$ cat config.mk
export PLATFORM = sky130hd
export DESIGN_NAME = bist_session_ctrl_flat
export DESIGN_NICKNAME = d
export VERILOG_FILES = /design/src/rtl/bist_session_ctrl_if.sv /design/src/rtl/bist_session_ctrl.sv /design/src/flat_wrapper.sv
export SDC_FILE = /design/constraint.sdc
export NUM_CORES = 1
export LEC_CHECK = 0
export CELL_PAD_IN_SITES_DETAIL_PLACEMENT = 0
export CELL_PAD_IN_SITES_GLOBAL_PLACEMENT = 1
export CORE_ASPECT_RATIO = 0.8
export CORE_MARGIN = 2
export CORE_UTILIZATION = 44
export DETAILED_ROUTE_END_ITERATION = 10
export MAX_ROUTING_LAYER = met4
export PLACE_DENSITY = 0.88
export SLEW_MARGIN = 20
export SYNTH_ARGS = -nofsm -noshare
export SYNTH_HDL_FRONTEND = slang
export SYNTH_SLANG_ARGS = --single-unit
$ cat constraint.sdc
create_clock -name CLK -period 5.5 [get_ports CLK]
set_clock_uncertainty 0.15 [all_clocks]
set_input_delay 1.1 -clock CLK [delete_from_list [all_inputs] [get_ports CLK]]
set_output_delay 1.1 -clock CLK [all_outputs]
set_load 0.01 [all_outputs]
$ cat src/rtl/bist_session_ctrl_if.sv
// bist_session_ctrl_if: start/signature/scan-enable and status bundle between BIST controller and its user
interface bist_session_ctrl_if #(
  parameter int SIG_W = 8
);
  logic             start;
  logic             sign;
  logic             SE;
  logic             busy;
  logic             done;
  logic             pass;
  logic [SIG_W-1:0] sig;
  modport master (output start, sign, input SE, busy, done, pass, sig);
  modport slave  (input start, sign, output SE, busy, done, pass, sig);
endinterface

$ cat src/rtl/bist_session_ctrl.sv
// bist_session_ctrl: sequences shift/capture BIST sessions on SE, collects the serial signature and checks it against GOLDEN
module bist_session_ctrl #(
  parameter int               SHIFT_LEN    = 14,
  parameter int               CAPTURE_LEN  = 1,
  parameter int               NUM_SESSIONS = 4,
  parameter int               SIG_W        = 8,
  parameter logic [SIG_W-1:0] GOLDEN       = 8'hA5
) (
  input logic               CLK,
  input logic               RSTn,
  bist_session_ctrl_if.slave bus
);
  localparam int CMAX = SHIFT_LEN > CAPTURE_LEN ? SHIFT_LEN : CAPTURE_LEN;
  localparam int CW   = CMAX > 1 ? $clog2(CMAX) : 1;
  localparam int SW   = NUM_SESSIONS > 1 ? $clog2(NUM_SESSIONS) : 1;
  typedef enum logic [2:0] {IDLE, SHIFT, CAPTURE, COMPARE, DONE} state_t;
  state_t           state;
  logic [CW-1:0]    cyc_cnt;
  logic [SW-1:0]    sess_cnt;
  logic [SIG_W-1:0] sig;
  logic             se, busy, done, pass;
  assign bus.SE   = se;
  assign bus.busy = busy;
  assign bus.done = done;
  assign bus.pass = pass;
  assign bus.sig  = sig;
  // outputs are registered alongside the state so they change only on the launching edge
  always_ff @(posedge CLK or negedge RSTn) begin
    if (!RSTn) begin
      state    <= IDLE;
      cyc_cnt  <= '0;
      sess_cnt <= '0;
      sig      <= '0;
      se       <= 1'b0;
      busy     <= 1'b0;
      done     <= 1'b0;
      pass     <= 1'b0;
    end else begin
      case (state)
        IDLE, DONE: if (bus.start) begin
          state    <= SHIFT;
          cyc_cnt  <= '0;
          sess_cnt <= '0;
          sig      <= '0;
          se       <= 1'b1;
          busy     <= 1'b1;
          done     <= 1'b0;
          pass     <= 1'b0;
        end
        SHIFT: begin
          sig <= {sig[SIG_W-2:0], bus.sign};
          if (cyc_cnt == CW'(SHIFT_LEN - 1)) begin
            state   <= CAPTURE;
            cyc_cnt <= '0;
            se      <= 1'b0;
          end else cyc_cnt <= cyc_cnt + CW'(1);
        end
        CAPTURE: if (cyc_cnt == CW'(CAPTURE_LEN - 1)) begin
          cyc_cnt <= '0;
          if (sess_cnt == SW'(NUM_SESSIONS - 1)) state <= COMPARE;
          else begin
            sess_cnt <= sess_cnt + SW'(1);
            state    <= SHIFT;
            se       <= 1'b1;
          end
        end else cyc_cnt <= cyc_cnt + CW'(1);
        COMPARE: begin
          pass  <= sig == GOLDEN;
          done  <= 1'b1;
          busy  <= 1'b0;
          state <= DONE;
        end
        default: state <= IDLE;
      endcase
    end
  end
endmodule

$ cat src/flat_wrapper.sv
// flat-port wrapper written by rule: the top's interface ports become plain ports
module bist_session_ctrl_flat 
#(
  parameter int               SHIFT_LEN    = 14,
  parameter int               CAPTURE_LEN  = 1,
  parameter int               NUM_SESSIONS = 4,
  parameter int               SIG_W        = 8,
  parameter logic [SIG_W-1:0] GOLDEN       = 8'hA5
)
  (CLK, RSTn, bus_start, bus_sign, bus_SE, bus_busy, bus_done, bus_pass, bus_sig);
  bist_session_ctrl_if #(.SIG_W(SIG_W)) bus_i ();
  input logic CLK;
  input logic RSTn;
  input wire logic [$bits(bus_i.start)-1:0] bus_start;
  input wire logic [$bits(bus_i.sign)-1:0] bus_sign;
  output wire logic [$bits(bus_i.SE)-1:0] bus_SE;
  output wire logic [$bits(bus_i.busy)-1:0] bus_busy;
  output wire logic [$bits(bus_i.done)-1:0] bus_done;
  output wire logic [$bits(bus_i.pass)-1:0] bus_pass;
  output wire logic [$bits(bus_i.sig)-1:0] bus_sig;
  assign bus_i.start = bus_start;
  assign bus_i.sign = bus_sign;
  assign bus_SE = bus_i.SE;
  assign bus_busy = bus_i.busy;
  assign bus_done = bus_i.done;
  assign bus_pass = bus_i.pass;
  assign bus_sig = bus_i.sig;
  bist_session_ctrl #(.SHIFT_LEN(SHIFT_LEN), .CAPTURE_LEN(CAPTURE_LEN), .NUM_SESSIONS(NUM_SESSIONS), .SIG_W(SIG_W), .GOLDEN(GOLDEN)) u_core (.CLK(CLK), .RSTn(RSTn), .bus(bus_i));
endmodule
* Word-level counts from Yosys, hierarchy flattened *
Index checks and enable logic that the tools add are counted.

operators by class
  equality and inequality tests = 11
  muxes and demuxes = 24
  $add $sub $neg = 2
  reduce and logical (&&, ||, !) cells = 13

operators by type and width
  kind                                                 count
  one-hot mux 8 bit (2 select lines)                   1
  two-way mux 4 bit                                    3
  one-hot mux 3 bit (4 select lines)                   1
  one-hot mux 4 bit (3 select lines)                   1
  two-way mux 3 bit                                    3
  equality test 8 bit, second input constant           1
  two-way mux 2 bit                                    4
  two-way mux 8 bit                                    1
  equality test 3 x 2 -> 1 bit, second input constant  2
  one-hot mux 1 bit (2 select lines)                   3
  AND reduction 2 bit                                  3
  nonzero test 2 bit                                   3
  two-way mux 1 bit                                    5
  AND reduction 5 bit                                  1
  adder 4 x 1 -> 4 bit, second input constant          1
  equality test 4 bit, second input constant           1
  zero test 4 bit                                      1
  != test 2 x 1 -> 1 bit, second input constant        2
  != test 2 bit, second input constant                 2
  one-hot mux 2 bit (2 select lines)                   1
  AND reduction 4 bit                                  1
  equality test 3 x 1 -> 1 bit, second input constant  1
  equality test 3 bit, second input constant           1
  zero test 3 bit                                      1
  other kinds (6)                                      6

word-level totals
  register bits after elaboration = 21
  logic and storage cells = 58
  output and inout bits = 12

* Longest topological paths before layout *
Gate-level depths: netlist of run 1.

  depth after elaboration = 4
  depth in mapped cells = 6
  mapped depth without buffers = 6

* Least setup slack after synthesis of run 1 *
Ideal clock, no wire load.

  path kind = input to register
  from = input bus_start
  to = register u_core.se, in the netlist u_core.bus.SE
  slack = 3.006 ns
  library setup time = 0.121 ns
  stages = 5
  data arrival time = 2.223 ns
  cell sequence = or3b_1 buf_2 o21a_1 or4_1 a22o_1

between the ends
  word-level cells in the longest chain between the ends = 2

RTL lines
  what                                  line                     RTL
  from (decl)                           flat_wrapper.sv:14       input wire logic [$bits(bus_i.start)-1:0] bus_start;
  != test 2 bit (no source line)        -
  AND reduction 5 bit (no source line)  -
  to (signal assigned)                  bist_session_ctrl.sv:34  se <= 1'b0;
  to (signal assigned)                  bist_session_ctrl.sv:45  se <= 1'b1;
  to (signal assigned)                  bist_session_ctrl.sv:55  se <= 1'b0;
  to (decl)                             bist_session_ctrl.sv:21  logic se, busy, done, pass;

No other way between the ends.
A chain may end at the register's enable or synchronous reset.

* Worst setup path in the final report of run 1 *
Same ends and word-level chain as after synthesis.

==> results.txt, run 1 <==
Total power = 0.0007215 W
Later-pin clock latency in the skew report = 0.30 ns
Top-count cell post-synth = dfrtp_1
CP max-delay cell = clkdlybuf4s50_1
Antenna violations before repair = 0
Sequential cell area = 525.5 um2
Overflow after GRT = 0
MaxCap Viol Count = 0
Min-Delay Path Class = reg -> reg
Synth top area share = 47.40%
Worst slew margin = 65.12%
Synth top area cells = dfrtp_1 (47%), a22o_1 (13%), ha_1 (4.5%)
Starting DRT DRC Count = 52
Multi-input gate area = 543.0 um2
Die width = 60.12 um
IO buf count = 15
DP HPWL = 1.516 mm
Reg clk slew, reported paths = 0.12 ns
Sequential Power Share = 42.3%
Run status = finished clean
Final Cycle Share = 49.93%
Syn_nets = 114
Post-synthesis instance area = 1109 um2
DRC viols = 0
Max VDD drop = 0.0002532 V
Placer's final routability congestion estimate = 0.7602
R2R Path Start = u_core.cyc_cnt[0]$_DFFE_PN0P_
Syn Area/Cell = 10.46 um2
Worst-Margin Slew = 0.5212 ns
EDFF count, synth = 0
Most frequent cells after synthesis = dfrtp_1 (21), a22o_1 (17), nand2_1 (12)
CP top delay family = simple AND/OR/NAND/NOR gates
Share of synthesized registers carrying an async set or reset = 100.0%
# fillers = 218
Routed len/inst = 13.78 um
Area delta synth->final = 16.59%
Vias per cell = 5.465
HP Start = u_core.bus.busy$_DFFE_PN0P_
Cells after synthesis = 106
CP Launch Type = input pin
Netlist cell types = 34
Layout cells sized above 1 = 5.882%
Comb power frac = 47.3%
Internal = 0.0004197 W
First-pass GRT wire length = 3.732 mm
H-tree lvl count = 1
Layout Nets = 128
Leakage power = 0.5798 nW
CP bufs+invs = 1
FP Rows = 16
Hold-fix buffers at CTS = 0
DR pass1 iterations = 4
Post-route ant nets = 0
CTS tree = yes
Seq/Total Area, Yosys = 47.40%
Vias in the first global route = 816
Die height = 48.90 um
Vias after detailed routing = 847
Core Box Area = 2422 um2
Crit path cell chain = clkdlybuf4s50_1, or3b_1, o21a_1, or4_1, a22o_1
Critical Path Fanout Max = 6
Post-CTS resize count = 0
Full die area = 2940 um2
RSZ-0062 raised after global routing = false
Diode count = 0
CP endpoint kind = register
Pin count of the biggest net entering global routing = 22
Crit path time final = 2.746 ns
Worst EP required = 5.56 ns
Max incr delay on CP = 0.51 ns
Post-CTS setup buffer count = 0
Starting Density = 45.76%
WS Path Type = in -> reg
CTS Root Cell = clkbuf_4
Switching Share = 41.82%
Psw = 0.0003017 W
TritonCTS Buffers = 3
Setup crit start = bus_start
Clock sinks = 21
Synth Flop Type = dfrtp_1
Clock tree buffer depth = 2
Final hold vios = 0
Ports = 16
Final WL = 2.136 mm
Clock Power Share = 10.4%
Sum Neg Setup Slack = 0 ns
Pwr Density = 558.2 nW/um2
Final Slew Violations = 0
Final Setup Violations = 0
Number of synthesis warnings = 0
Max Freq = 364.1 MHz
GRT Overall Usage = 16.91%
Arrival time worst endpoint = 2.81 ns
Flops & latches, synth = 21
Post-synth top area cell = dfrtp_1
## area by class of cell
| class | count | share of cell area, % |
|---|---|---|
| clock buffers | 4 | 2.033 |
| inverters | 2 | 0.5808 |
| multi-input cells | 77 | 42.01 |
| flip-flops and latches | 21 | 40.66 |
| well taps | 36 | 3.485 |
| repair buffers | 15 | 11.23 |
## power groups by stage
stage / logic, W / registers [W] / clock network, W
6_report: 0.000342 / 0.000305 / 0.0000750
5_1_grt: 0.000385 / 0.000319 / 0.0000838
4_1_cts: 0.000344 / 0.000303 / 0.0000769
3_5_place_dp: 0.000342 / 0.000307 / 0
3_3_place_gp: 0.000335 / 0.000305 / 0
2_1_floorplan: 0.000259 / 0.000280 / 0
## cells in the final DEF, fill, tap and decap left out, types with 2 or more instances in the layout
master | Yosys | final
or3b_1 | 2 | 2
nand3b_1 | 3 | 3
clkbuf_4 | 0 | 3
dfrtp_1 | 21 | 21
nor2_1 | 7 | 7
a22o_1 | 17 | 17
a21oi_1 | 2 | 2
nor2b_1 | 2 | 2
clkdlybuf4s50_1 | 0 | 14
o2bb2ai_1 | 2 | 2
inv_1 | 2 | 2
ha_1 | 4 | 4
nand2_1 | 12 | 12
nor4bb_1 | 2 | 2
nand3_1 | 3 | 3
o21ai_0 | 4 | 4
## layer usage
layer	part of all wire [%]	vias to the layer above	global-route usage, %
li1	-	419	-
met1	52	413	26.41
met2	44	13	22.46
met3	4.2	2	4.775
met4	0.14	0	1.852
met5	0	-	-
## worst register-to-register path, cell delays in order (launching register included)
cell	delay, ns
dfrtp_1	0.46
inv_1	0.08
ha_1	0.13
nor3b_1	0.36
nor2_1	0.12
or4_1	0.53
a22o_1	0.19
## final timing paths
path	slack, ns	endpoint	depth (start not counted)
worst max register to register	3.38	u_core.bus.SE$_DFFE_PN0P_	6
min in group asynchronous	0.57	u_core.bus.sig[5]$_DFFE_PN0P_	1
worst min register to register	0.35	u_core.bus.busy$_DFFE_PN0P_	2
worst max-delay path	2.75	u_core.bus.SE$_DFFE_PN0P_	5
max in group asynchronous	4.30	u_core.bus.pass$_DFFE_PN0P_	1
worst min-delay path	0.35	u_core.bus.busy$_DFFE_PN0P_	2
## registers in the layout, indices dropped and copies added (netlist names)
name / count
u_core.cyc_cnt: 4
u_core.state: 3
u_core.bus.pass: 1
u_core.bus.SE: 1
u_core.bus.sig: 8
u_core.bus.done: 1
u_core.sess_cnt: 2
u_core.bus.busy: 1
## stage by stage
stage	setup WS, ns	util, %	hold slack, ns	cell area, um2	cells
CTS	2.749	53.56	0.3559	1297	155
floorplan	3.006	-	0.3172	1109	106
global placement	2.457	52.48	0.3291	1271	151
detailed placement	2.421	52.48	0.3234	1271	151
global route	2.680	53.36	0.3754	1292	155
finish	2.754	53.36	0.3526	1292	155
## kinds of logic (layout without fill, tap and decap cells)
group / after synthesis / count (layout) / share of synthesized area, %
xor gates and xnor gates: 1 / 1 / 0.7902
buffers and inverters: 8 / 21 / 3.612
and+or+nand+nor: 40 / 40 / 20.09
AOI/OAI and AO/OA: 32 / 32 / 23.59
adders and majority gates: 4 / 4 / 4.515
DFF: 21 / 21 / 47.40
Power figures use the tool's default switching activity.
==> run 2, diff against run 1 <==
Settings changed: CORE_UTILIZATION 44 to 37, PLACE_DENSITY 0.88 to 0.79.
Clock period 5.5 ns to 2.2 ns, I/O delays scaled along.
==> run 2 against run 1 <==
Compared with the run above: combinational power grew to 2.9 times the previous value; sequential share of layout area shrank 2.3 points; global-route usage shrank 0.74 points; sequential power grew 130%; clock power grew to 3.3 times the previous value; worst hold slack lost 0.0093 ns; critical path depth grew 1; highest routed layer is now met3; die area grew 17%; power grew to 2.7 times the previous value; critical path type is now reg -> reg; utilization shrank 4.5 points; routed wire length grew 8.9%; non-clock buffer count grew 7.
==> results.txt, run 2 (same netlist as run 1, synthesis figures left out) <==
Later-pin clock latency in the skew report = 0.26 ns
Most frequent cells in the layout = dfrtp_1 (21), a22o_1 (17), clkdlybuf4s50_1 (15)
TritonCTS Buffers = 3
IO buf count = 15
Final hold vios = 0
RSZ-0062 raised after global routing = false
Routed len/inst = 14.19 um
Placer's final routability congestion estimate = 0.7354
Crit path time final = 2.045 ns
Worst-Margin Slew = 0.4913 ns
Worst slew margin = 67.12%
Clock tree buffer depth = 2
Final Setup Violations = 0
Overflow after GRT = 0
Vias after detailed routing = 910
First-pass GRT wire length = 4.077 mm
MaxCap Viol Count = 0
Post-route ant nets = 0
CTS tree = yes
Starting Density = 39.48%
DP HPWL = 1.725 mm
GRT Overall Usage = 16.17%
Post-CTS resize count = 0
Run status = finished clean
Ports = 16
Hold-fix buffers at CTS = 0
Pwr Density = 1417 nW/um2
Critical Path Fanout Max = 4
Top reg by flops = u_core.bus.sig
Commonest non-fill, non-tap cell in the layout = dfrtp_1
Sum Neg Setup Slack = 0 ns
Largest register FFs = 8
Die width = 65.20 um
Final Cycle Share = 92.96%
Die height = 52.96 um
# fillers = 270
Max Freq = 489.0 MHz
Max VDD drop = 0.0007262 V
Final Slew Violations = 0
Starting DRT DRC Count = 36
Reg clk slew, reported paths = 0.08 ns
Final non-filler cell area = 1371 um2
Layout cells sized above 1 = 10.32%
Core Box Area = 2808 um2
Layout Nets = 135
WS Path Type = reg -> reg
Final WL = 2.327 mm
Diode count = 0
Pin count of the biggest net entering global routing = 22
Vias in the first global route = 874
Leakage power = 0.6223 nW
Largest regs = u_core.bus.sig: 8 flops, u_core.cyc_cnt: 4 flops, u_core.state: 3 flops
CTS Root Cell = clkbuf_8
Min-Delay Path Class = reg -> reg
CP endpoint kind = register
Antenna violations before repair = 0
Full die area = 3453 um2
Dpl cell area = 1326 um2
H-tree lvl count = 1
DR pass1 iterations = 4
Vias per cell = 5.549
DRC viols = 0
CP Launch Type = register
Worst EP required = 2.20 ns
FP Rows = 17
Clock sinks = 21
Area delta synth->final = 23.70%
Post-CTS setup buffer count = 0
Arrival time worst endpoint = 2.05 ns
[run 2: cell type report]
| type | instances | area [um2] | share of cell area, % |
|---|---|---|---|
| Timing Repair Buffer | 22 | 202.7 | 14.78 |
| Tap cell | 38 | 47.55 | 3.467 |
| Inverter | 2 | 7.507 | 0.5474 |
| Sequential cell | 21 | 525.5 | 38.32 |
| Clock buffer | 4 | 45.04 | 3.285 |
| Multi-Input combinational cell | 77 | 543.0 | 39.60 |
[run 2: report_power, final]
group	switching [W]	internal, W	total, W
clock	0.000122	0.000129	0.000251
combinational	0.000490	0.000493	0.000983
sequential	0.000172	0.000537	0.000709
total	0.000783	0.00116	0.00194
[run 2: final timing paths]
kind | from | to | slack (ns) | cells after the start
setup / recovery | u_core.cyc_cnt[1]$_DFFE_PN0P_ | u_core.bus.SE$_DFFE_PN0P_ | 0.15 | 6
hold / removal | u_core.bus.done$_DFFE_PN0P_ | u_core.bus.done$_DFFE_PN0P_ | 0.34 | 2
setup reg to reg | u_core.cyc_cnt[1]$_DFFE_PN0P_ | u_core.bus.SE$_DFFE_PN0P_ | 0.15 | 6
hold reg to reg | u_core.bus.done$_DFFE_PN0P_ | u_core.bus.done$_DFFE_PN0P_ | 0.34 | 2
max in group asynchronous | RSTn | u_core.bus.sig[7]$_DFFE_PN0P_ | 1.31 | 2
min in group asynchronous | RSTn | u_core.bus.sig[5]$_DFFE_PN0P_ | 0.37 | 2
[run 2: critical path: stages, from the launching register on]
cell     delay, ns
dfrtp_1       0.41
inv_1         0.12
ha_1          0.15
nor3b_1       0.30
nor2_1        0.11
or4_1         0.52
a22o_1        0.18
[run 2: routing by layer]
layer | share of wire (%) | vias to the layer above | track usage (%)
met5 | 0 | - | -
met4 | 0 | 0 | 3.125
met3 | 3.4 | 0 | 4.468
met2 | 47 | 15 | 24.83
met1 | 49 | 462 | 21.70
li1 | - | 433 | -
[run 2: stage by stage]
step / std cells / power [W] / setup slack [ns] / hold slack, ns / util [%]
after CTS: 164 / 0.001964 / 0.1567 / 0.3409 / 48.84
after global placement: 160 / 0.001659 / -0.03919 / 0.3115 / 47.24
after global routing: 164 / 0.002120 / 0.05973 / 0.3862 / 48.84
after detailed placement: 160 / 0.001705 / -0.07036 / 0.3201 / 47.24
final: 164 / 0.001943 / 0.1549 / 0.3433 / 48.84
after floorplan: 106 / 0.001347 / 0.2432 / -0.005591 / -
==> run 3, diff against run 2 <==
Settings changed: SKIP_CTS_REPAIR_TIMING from default to 1.
==> results of run 3 <==
Same layout as run 2: the final DEF is identical, and so are final timing and power.
